--- src/rtl/xdma_arb_pkg.sv ---
// Shared widths, FSM state encoding and port-id type for the XDMA C2H packet arbiter.
package xdma_arb_pkg;

   localparam int TDATA_WIDTH_DEF = 512;
   localparam int TKEEP_WIDTH_DEF = 64;
   localparam int TUSER_WIDTH_DEF = 1;
   localparam int CNT_WIDTH_DEF   = 32;

   typedef enum logic [1:0] {
      ST_IDLE   = 2'd0,
      ST_GRANT0 = 2'd1,
      ST_GRANT1 = 2'd2
   } arb_state_e;

   typedef logic port_id_t;

endpackage

--- src/rtl/xdma_c2h_pkt_arbiter_if.sv ---
// AXI-Stream bundle used for both requester ports and the C2H master port of the arbiter.
interface xdma_c2h_pkt_arbiter_if
   import xdma_arb_pkg::*;
#(
   parameter int TDATA_WIDTH = TDATA_WIDTH_DEF,
   parameter int TKEEP_WIDTH = TKEEP_WIDTH_DEF,
   parameter int TUSER_WIDTH = TUSER_WIDTH_DEF
);
   logic                   tvalid;
   logic                   tready;
   logic                   tlast;
   logic [TDATA_WIDTH-1:0] tdata;
   logic [TKEEP_WIDTH-1:0] tkeep;
   logic [TUSER_WIDTH-1:0] tuser;

   modport master (output tvalid, tlast, tdata, tkeep, tuser, input tready);
   modport slave  (input tvalid, tlast, tdata, tkeep, tuser, output tready);

endinterface

--- src/rtl/xdma_arb_stat_cnt.sv ---
// Per-port statistics: beat counter (every handshake) and packet counter (tlast handshake), both wrapping.
module xdma_arb_stat_cnt
   import xdma_arb_pkg::*;
#(
   parameter int CNT_WIDTH = CNT_WIDTH_DEF
) (
   input  logic                 CLK,
   input  logic                 RST_N,
   input  logic                 beat_hs,
   input  logic                 beat_last,
   input  logic                 pkt_load,
   input  logic [CNT_WIDTH-1:0] pkt_load_val,
   output logic [CNT_WIDTH-1:0] pkt_cnt,
   output logic [CNT_WIDTH-1:0] beat_cnt
);

   logic [CNT_WIDTH-1:0] pkt_cnt_q, pkt_cnt_d;
   logic [CNT_WIDTH-1:0] beat_cnt_q, beat_cnt_d;

   always_comb begin
      // NOTE: defaults first, so no path through the block leaves a signal unassigned and infers a latch.
      pkt_cnt_d  = pkt_cnt_q;
      beat_cnt_d = beat_cnt_q;
      if (beat_hs) begin
         beat_cnt_d = beat_cnt_q + CNT_WIDTH'(1);
         if (beat_last) begin
            pkt_cnt_d = pkt_cnt_q + CNT_WIDTH'(1);
         end
      end
      if (pkt_load) begin
         pkt_cnt_d = pkt_load_val;
      end
   end

   always_ff @(posedge CLK or negedge RST_N) begin
      if (!RST_N) begin
         pkt_cnt_q  <= '0;
         beat_cnt_q <= '0;
      end else begin
         // NOTE: non-blocking assignments so every flop samples pre-edge values regardless of block order.
         pkt_cnt_q  <= pkt_cnt_d;
         beat_cnt_q <= beat_cnt_d;
      end
   end

   assign pkt_cnt  = pkt_cnt_q;
   assign beat_cnt = beat_cnt_q;

endmodule

--- src/rtl/xdma_c2h_pkt_arbiter.sv ---
// Packet-granular 2:1 AXIS arbiter for the XDMA C2H channel; round-robin unless
// XDMA_C2H_ARB_STRICT_PRIO_EN is defined (port 0 then always wins a tie).
module xdma_c2h_pkt_arbiter
   import xdma_arb_pkg::*;
#(
   parameter int TDATA_WIDTH = TDATA_WIDTH_DEF,
   parameter int TKEEP_WIDTH = TKEEP_WIDTH_DEF,
   parameter int TUSER_WIDTH = TUSER_WIDTH_DEF,
   parameter int CNT_WIDTH   = CNT_WIDTH_DEF
) (
   input  logic                   CLK,
   input  logic                   RST_N,
   input  logic                   arb_enable,
   xdma_c2h_pkt_arbiter_if.slave  s0_axis,
   xdma_c2h_pkt_arbiter_if.slave  s1_axis,
   xdma_c2h_pkt_arbiter_if.master m_axis,
   input  logic [1:0]             tst_pkt_load,
   input  logic [CNT_WIDTH-1:0]   tst_pkt_val,
   output logic                   grant_id,
   output logic                   busy,
   output logic [CNT_WIDTH-1:0]   pkt_cnt0,
   output logic [CNT_WIDTH-1:0]   pkt_cnt1,
   output logic [CNT_WIDTH-1:0]   beat_cnt0,
   output logic [CNT_WIDTH-1:0]   beat_cnt1
);

   arb_state_e state_q, state_d;
   port_id_t   last_grant_q, last_grant_d;
   port_id_t   pick;
   logic       any_req;
   logic       hs0, hs1;

   assign any_req = s0_axis.tvalid | s1_axis.tvalid;
   assign hs0     = (state_q == ST_GRANT0) & s0_axis.tvalid & m_axis.tready;
   assign hs1     = (state_q == ST_GRANT1) & s1_axis.tvalid & m_axis.tready;

   // Winner if the FSM grants this cycle; a lone requester always wins.
   always_comb begin
      pick = s1_axis.tvalid;
      if (s0_axis.tvalid && s1_axis.tvalid) begin
`ifdef XDMA_C2H_ARB_STRICT_PRIO_EN
         pick = 1'b0;
`else
         pick = ~last_grant_q;
`endif
      end
   end

   always_comb begin
      state_d        = state_q;
      last_grant_d   = last_grant_q;
      m_axis.tvalid  = 1'b0;
      m_axis.tlast   = 1'b0;
      m_axis.tdata   = {TDATA_WIDTH{1'b0}};
      m_axis.tkeep   = {TKEEP_WIDTH{1'b0}};
      m_axis.tuser   = {TUSER_WIDTH{1'b0}};
      s0_axis.tready = 1'b0;
      s1_axis.tready = 1'b0;
      unique case (state_q)
         ST_IDLE: begin
            if (arb_enable && any_req) begin
               state_d      = pick ? ST_GRANT1 : ST_GRANT0;
               last_grant_d = pick;
            end
         end
         ST_GRANT0: begin
            m_axis.tvalid  = s0_axis.tvalid;
            m_axis.tlast   = s0_axis.tlast;
            m_axis.tdata   = s0_axis.tdata;
            m_axis.tkeep   = s0_axis.tkeep;
            m_axis.tuser   = s0_axis.tuser;
            s0_axis.tready = m_axis.tready;
            if (hs0 && s0_axis.tlast) state_d = ST_IDLE;
         end
         ST_GRANT1: begin
            m_axis.tvalid  = s1_axis.tvalid;
            m_axis.tlast   = s1_axis.tlast;
            m_axis.tdata   = s1_axis.tdata;
            m_axis.tkeep   = s1_axis.tkeep;
            m_axis.tuser   = s1_axis.tuser;
            s1_axis.tready = m_axis.tready;
            if (hs1 && s1_axis.tlast) state_d = ST_IDLE;
         end
         default: state_d = ST_IDLE;
      endcase
   end

   // last_grant resets to 1 so port 0 wins the first tie after reset.
   always_ff @(posedge CLK or negedge RST_N) begin
      if (!RST_N) begin
         state_q      <= ST_IDLE;
         last_grant_q <= 1'b1;
      end else begin
         state_q      <= state_d;
         last_grant_q <= last_grant_d;
      end
   end

   assign busy     = (state_q != ST_IDLE);
   assign grant_id = (state_q == ST_GRANT1);

   xdma_arb_stat_cnt #(.CNT_WIDTH(CNT_WIDTH)) u_cnt0 (
      .CLK          (CLK),
      .RST_N        (RST_N),
      .beat_hs      (hs0),
      .beat_last    (s0_axis.tlast),
      .pkt_load     (tst_pkt_load[0]),
      .pkt_load_val (tst_pkt_val),
      .pkt_cnt      (pkt_cnt0),
      .beat_cnt     (beat_cnt0)
   );

   xdma_arb_stat_cnt #(.CNT_WIDTH(CNT_WIDTH)) u_cnt1 (
      .CLK          (CLK),
      .RST_N        (RST_N),
      .beat_hs      (hs1),
      .beat_last    (s1_axis.tlast),
      .pkt_load     (tst_pkt_load[1]),
      .pkt_load_val (tst_pkt_val),
      .pkt_cnt      (pkt_cnt1),
      .beat_cnt     (beat_cnt1)
   );

endmodule

--- src/flat_wrapper.sv ---
// flat-port wrapper written by rule: the top's interface ports become plain ports
module xdma_c2h_pkt_arbiter_flat import xdma_arb_pkg::*;
#(
   parameter int TDATA_WIDTH = TDATA_WIDTH_DEF,
   parameter int TKEEP_WIDTH = TKEEP_WIDTH_DEF,
   parameter int TUSER_WIDTH = TUSER_WIDTH_DEF,
   parameter int CNT_WIDTH   = CNT_WIDTH_DEF
)
  (CLK, RST_N, arb_enable, tst_pkt_load, tst_pkt_val, grant_id, busy, pkt_cnt0, pkt_cnt1, beat_cnt0, beat_cnt1, s0_axis_tvalid, s0_axis_tlast, s0_axis_tdata, s0_axis_tkeep, s0_axis_tuser, s0_axis_tready, s1_axis_tvalid, s1_axis_tlast, s1_axis_tdata, s1_axis_tkeep, s1_axis_tuser, s1_axis_tready, m_axis_tvalid, m_axis_tlast, m_axis_tdata, m_axis_tkeep, m_axis_tuser, m_axis_tready);
  xdma_c2h_pkt_arbiter_if #(.TDATA_WIDTH(TDATA_WIDTH), .TKEEP_WIDTH(TKEEP_WIDTH), .TUSER_WIDTH(TUSER_WIDTH)) s0_axis_i ();
  xdma_c2h_pkt_arbiter_if #(.TDATA_WIDTH(TDATA_WIDTH), .TKEEP_WIDTH(TKEEP_WIDTH), .TUSER_WIDTH(TUSER_WIDTH)) s1_axis_i ();
  xdma_c2h_pkt_arbiter_if #(.TDATA_WIDTH(TDATA_WIDTH), .TKEEP_WIDTH(TKEEP_WIDTH), .TUSER_WIDTH(TUSER_WIDTH)) m_axis_i ();
  input  logic CLK;
  input  logic RST_N;
  input  logic arb_enable;
  input  logic [1:0] tst_pkt_load;
  input  logic [CNT_WIDTH-1:0] tst_pkt_val;
  output logic grant_id;
  output logic busy;
  output logic [CNT_WIDTH-1:0] pkt_cnt0;
  output logic [CNT_WIDTH-1:0] pkt_cnt1;
  output logic [CNT_WIDTH-1:0] beat_cnt0;
  output logic [CNT_WIDTH-1:0] beat_cnt1;
  input wire logic [$bits(s0_axis_i.tvalid)-1:0] s0_axis_tvalid;
  input wire logic [$bits(s0_axis_i.tlast)-1:0] s0_axis_tlast;
  input wire logic [$bits(s0_axis_i.tdata)-1:0] s0_axis_tdata;
  input wire logic [$bits(s0_axis_i.tkeep)-1:0] s0_axis_tkeep;
  input wire logic [$bits(s0_axis_i.tuser)-1:0] s0_axis_tuser;
  output wire logic [$bits(s0_axis_i.tready)-1:0] s0_axis_tready;
  input wire logic [$bits(s1_axis_i.tvalid)-1:0] s1_axis_tvalid;
  input wire logic [$bits(s1_axis_i.tlast)-1:0] s1_axis_tlast;
  input wire logic [$bits(s1_axis_i.tdata)-1:0] s1_axis_tdata;
  input wire logic [$bits(s1_axis_i.tkeep)-1:0] s1_axis_tkeep;
  input wire logic [$bits(s1_axis_i.tuser)-1:0] s1_axis_tuser;
  output wire logic [$bits(s1_axis_i.tready)-1:0] s1_axis_tready;
  output wire logic [$bits(m_axis_i.tvalid)-1:0] m_axis_tvalid;
  output wire logic [$bits(m_axis_i.tlast)-1:0] m_axis_tlast;
  output wire logic [$bits(m_axis_i.tdata)-1:0] m_axis_tdata;
  output wire logic [$bits(m_axis_i.tkeep)-1:0] m_axis_tkeep;
  output wire logic [$bits(m_axis_i.tuser)-1:0] m_axis_tuser;
  input wire logic [$bits(m_axis_i.tready)-1:0] m_axis_tready;
  assign s0_axis_i.tvalid = s0_axis_tvalid;
  assign s0_axis_i.tlast = s0_axis_tlast;
  assign s0_axis_i.tdata = s0_axis_tdata;
  assign s0_axis_i.tkeep = s0_axis_tkeep;
  assign s0_axis_i.tuser = s0_axis_tuser;
  assign s0_axis_tready = s0_axis_i.tready;
  assign s1_axis_i.tvalid = s1_axis_tvalid;
  assign s1_axis_i.tlast = s1_axis_tlast;
  assign s1_axis_i.tdata = s1_axis_tdata;
  assign s1_axis_i.tkeep = s1_axis_tkeep;
  assign s1_axis_i.tuser = s1_axis_tuser;
  assign s1_axis_tready = s1_axis_i.tready;
  assign m_axis_tvalid = m_axis_i.tvalid;
  assign m_axis_tlast = m_axis_i.tlast;
  assign m_axis_tdata = m_axis_i.tdata;
  assign m_axis_tkeep = m_axis_i.tkeep;
  assign m_axis_tuser = m_axis_i.tuser;
  assign m_axis_i.tready = m_axis_tready;
  xdma_c2h_pkt_arbiter #(.TDATA_WIDTH(TDATA_WIDTH), .TKEEP_WIDTH(TKEEP_WIDTH), .TUSER_WIDTH(TUSER_WIDTH), .CNT_WIDTH(CNT_WIDTH)) u_core (.CLK(CLK), .RST_N(RST_N), .arb_enable(arb_enable), .s0_axis(s0_axis_i), .s1_axis(s1_axis_i), .m_axis(m_axis_i), .tst_pkt_load(tst_pkt_load), .tst_pkt_val(tst_pkt_val), .grant_id(grant_id), .busy(busy), .pkt_cnt0(pkt_cnt0), .pkt_cnt1(pkt_cnt1), .beat_cnt0(beat_cnt0), .beat_cnt1(beat_cnt1));
endmodule
--- config.mk ---
export PLATFORM = sky130hd
export DESIGN_NAME = xdma_c2h_pkt_arbiter_flat
export DESIGN_NICKNAME = d
export VERILOG_FILES = /design/src/rtl/xdma_arb_pkg.sv /design/src/rtl/xdma_c2h_pkt_arbiter_if.sv /design/src/rtl/xdma_arb_stat_cnt.sv /design/src/rtl/xdma_c2h_pkt_arbiter.sv /design/src/flat_wrapper.sv
export SDC_FILE = /design/constraint.sdc
export NUM_CORES = 1
export LEC_CHECK = 0
export BUFFER_PORTS_ARGS = -buffer_cell sky130_fd_sc_hd__buf_2
export CAP_MARGIN = 20
export CELL_PAD_IN_SITES_DETAIL_PLACEMENT = 0
export CELL_PAD_IN_SITES_GLOBAL_PLACEMENT = 1
export CORE_AREA = 2 2 749 751
export DETAILED_ROUTE_END_ITERATION = 8
export DIE_AREA = 0 0 751 753
export PLACE_DENSITY_LB_ADDON = 0.1
export RECOVER_POWER = 100
export SETUP_SLACK_MARGIN = 0.1
export SKIP_LAST_GASP = 1
export SYNTH_ARGS = -nofsm -noshare
export SYNTH_HDL_FRONTEND = slang
export SYNTH_HIERARCHICAL = 1
export SYNTH_SLANG_ARGS = --single-unit
--- constraint.sdc ---
create_clock -name CLK -period 4.45 [get_ports CLK]
set_clock_uncertainty 0.15 [all_clocks]
set_input_delay 1.335 -clock CLK [delete_from_list [all_inputs] [get_ports CLK]]
set_output_delay 1.335 -clock CLK [all_outputs]
set_load 0.005 [all_outputs]
==> results.json <==
{
  "post_dp_cell_area_sq_um": 35680,
  "gp_congestion": 0.9317,
  "grt_max_degree": 107,
  "slew_violations": 37,
  "synth.distinct_cells": 45,
  "swShare_pct": 60.20,
  "ys_seq_area_share_pct": 20.97,
  "netlist_area_sq_um": 15640,
  "tightestPinTransition_ns": 2.730,
  "pwr-share-clk_pct": 9.1,
  "power_frac_comb_pct": 82.9,
  "synth_compound_area_share_pct": 31.89,
  "dieArea_sq_um": 565500,
  "synth_top_family_by_area": "simple AND/OR/NAND/NOR gates",
  "cp.arrival_ns": 2.91,
  "grt_pass1_vias": 27700,
  "grt_pass1_wl_mm": 480.4,
  "layout.cells.non_filler": 11610,
  "yosys_warnings": 6,
  "finalSetupViolCount": 0,
  "worst-setup-path-type": "reg -> out",
  "synth.avg_cell_area_sq_um": 7.563,
  "hpwl_mm": 381.1,
  "htree_levels": 4,
  "path_buf_inv": 5,
  "synthAdderAreaFrac_pct": 0.5600,
  "grt_usage_pct": 14.06,
  "fin_crit_ns": 4.393,
  "violations": "max-capacitance violations, max-slew violations",
  "cap_violations": 1,
  "nNetsFinal": 5170,
  "wl_mm": 417.7,
  "p_seq_share_pct": 8.0,
  "maxSlewHeadroom_pct": -82.01,
  "rsz0062_at_grt": "yes",
  "fp-row-count": 275,
  "synthArstFlopShare_pct": 100.0,
  "synth_xor_area_share_pct": 4.704,
  "hold_depth": 1,
  "p_switching_mw": 10.89,
  "cp_slowest_cell": "a22oi_2",
  "dp.cells": 11410,
  "status": "finished, violations left",
  "first_pass_iters": 7,
  "synthSimpleGateAreaFrac_pct": 35.33,
  "cts_tree": "done",
  "hold_buffers": 0,
  "fp.dieH_microns": 753,
  "fin_area_sq_um": 36440,
  "fmax_mhz": 227.6,
  "io_pins": 1907,
  "p_total_mw": 18.08,
  "coreArea_sq_um": 558400,
  "syn_nets": 3271,
  "antenna_found_initial": 562,
  "syn-instance-count": 2068,
  "critPathCaptureType": "output port",
  "clkTransAtPathRegs_ns": 0.08,
  "vias": 28760,
  "reg2reg_depth": 11,
  "path_cells": "inv_1, ha_4, buf_16, buf_12, buf_4, a22oi_2, nor2b_1, clkbuf_1",
  "start_util_pct": 2.801,
  "cp_max_fo": 30,
  "clk_latency_ns": 0.50,
  "cts_max_path_buffers": 2,
  "cpLargestDelayFamily": "buffers and inverters",
  "area_growth_pct": 133.0,
  "fin_util_pct": 6.526,
  "p_leak_nw": 12.39,
  "synth-edff-count": 0,
  "initialDrtViolationCount": 2277,
  "synth-main-ff-cell": "dfrtp_1",
  "cts.sinks": 131,
  "drive_gt1_share_pct": 41.36,
  "cts_root_buf": "clkbuf_16",
  "cts_buffers": 17,
  "wl_per_cell_microns": 35.97,
  "synth.area.mux_share_pct": 0.4080,
  "fin_tns_setup_ns": 0,
  "peakVddDrop_uv": 296.8,
  "pwr_density_cell_nw_per_um2": 496.2,
  "hold_viol_final": 0,
  "max_stage_delay_ns": 0.66,
  "min_period_over_period_pct": 98.72,
  "portBuffers": 1906,
  "hold_path.class": "reg -> reg",
  "vias_per_cell": 2.476,
  "ant_nets": 0,
  "worst-path-stages": 8,
  "ys_ff_latch": 131,
  "crit_required_ns": 2.96,
  "worstSetupStartpointType": "flip-flop",
  "die_w_microns": 751,
  "drc": 0,
  "grt_overflow_total": 0,
  "intPower_mw": 7.196
}
## power groups by stage
| stage | Sequential (mW) | Clock (mW) | Combinational [mW] |
|---|---|---|---|
| after floorplan | 1.42 | 0 | 5.31 |
| after global placement | 1.48 | 0 | 15.4 |
| after detailed placement | 1.48 | 0 | 15.3 |
| after CTS | 1.45 | 1.75 | 15.8 |
| after global routing | 1.47 | 1.76 | 16.0 |
| final | 1.45 | 1.65 | 15.0 |
## placed cells by master (no fill, tap or decap), types with 5 or more instances in the layout
master     instances
buf_2           1324
nor2b_1          577
a22oi_1          555
clkbuf_1         549
diode_2          155
dfrtp_1          130
buf_4             82
clkbuf_2          79
nand2_1           71
nand3_1           65
xnor2_1           44
xor2_1            40
o21ai_0           37
nand4_1           36
nor2_1            34
a22oi_2           32
buf_12            29
nor3_1            26
or4_1             26
nor4_1            22
clkbuf_16         21
a31oi_1           21
and4_1            20
o31ai_1           16
buf_16            14
inv_1             14
buf_6             10
inv_6              8
and2_1             8
o211ai_1           8
and3_1             6
clkbuf_4           5
nor2b_2            5
## layout make-up
| cell class | instances | area (sq um) |
|---|---|---|
| fillers | 66590 | 522000 |
| inverters | 17 | 63.81 |
| clock inverters | 15 | 191.4 |
| diodes | 155 | 387.9 |
| well taps | 7479 | 9358 |
| repair buffers | 2104 | 11100 |
| multi-input cells | 1696 | 11630 |
| clock buffers | 17 | 425.4 |
| flip-flops and latches | 131 | 3279 |
## cell usage after synthesis, drive strengths merged, types with 3 or more instances
master	n	area share, %
and4	20	1.1
a211o	4	0.22
a31oi	21	0.84
nand3	67	2.3
nor4	22	0.88
o211ai	8	0.38
nand2	71	1.7
inv	15	0.36
ha	7	0.56
xnor2	44	2.5
nor3	26	0.83
or4	30	1.5
buf	36	1.2
and2	8	0.32
nor2	34	0.82
nand4	38	1.6
o31ai	16	0.77
and3	8	0.34
mux2i	3	0.19
clkbuf	188	4.5
dfrtp	130	21
a22oi	587	28
nor2b	585	23
o21ai	37	1.2
a21oi	3	0.096
xor2	40	2.2
mux2	3	0.22
## per-layer routing
layer,up-vias,wire (microns),track usage [%]
met1,13890,163500,16.00
met2,2110,196300,23.95
met5,-,1643,0
met3,782,48560,7.358
met4,250,7750,1.481
li1,11720,-,-
## path summary, 6_finish.rpt
path,from,endpoint,slack [ns]
max in group asynchronous,RST_N,u_core/u_cnt1/beat_cnt[17],1.02
setup reg to reg,u_core/state_q[1],u_core/u_cnt0/beat_cnt[28],0.34
min in group asynchronous,RST_N,u_core/u_cnt0/beat_cnt[27],1.56
setup / recovery,u_core/state_q[1],m_axis_tdata[321],0.06
hold / removal,u_core/u_cnt0/beat_cnt[31],u_core/u_cnt0/beat_cnt[31],0.32
hold reg to reg,u_core/u_cnt0/beat_cnt[31],u_core/u_cnt0/beat_cnt[31],0.32
## sequential cells by signal, summed over array words and instances, names as in the netlist
register,cells
u_core/state_q,2
u_core/u_cnt1/beat_cnt,32
u_core/u_cnt0/pkt_cnt,32
u_core/u_cnt0/beat_cnt,32
u_core/last_grant_q,1
u_core/u_cnt1/pkt_cnt,32
## what timing repair did
| action | CTS | global route |
|---|---|---|
| setup endpoints to repair | 96 | 40 |
| resized for setup | 67 | 8 |
| pin swaps | 1 | 0 |
| setup buffers | 3 | 5 |
| cloned | 5 | 5 |
## per-stage QoR
step / hold WS [ns] / worst slack (ns)
floorplan: 0.3147 / 1.181
global placement: 0.3125 / -0.9110
global route: 0.3487 / 0.04200
detailed placement: 0.3110 / -0.4782
CTS: 0.3215 / -0.003563
finish: 0.3245 / 0.05697
## kinds of logic (layout without fill, tap and decap cells)
logic type / Yosys count / in the layout
buf+inv: 241 / 2153
xor+xnor: 84 / 84
simple gates: 919 / 919
other cells: 0 / 155
compound gates: 680 / 680
mux: 6 / 6
fa+ha+maj: 7 / 7
flops: 131 / 131
Note: power is estimated with default switching activity, not from simulation.
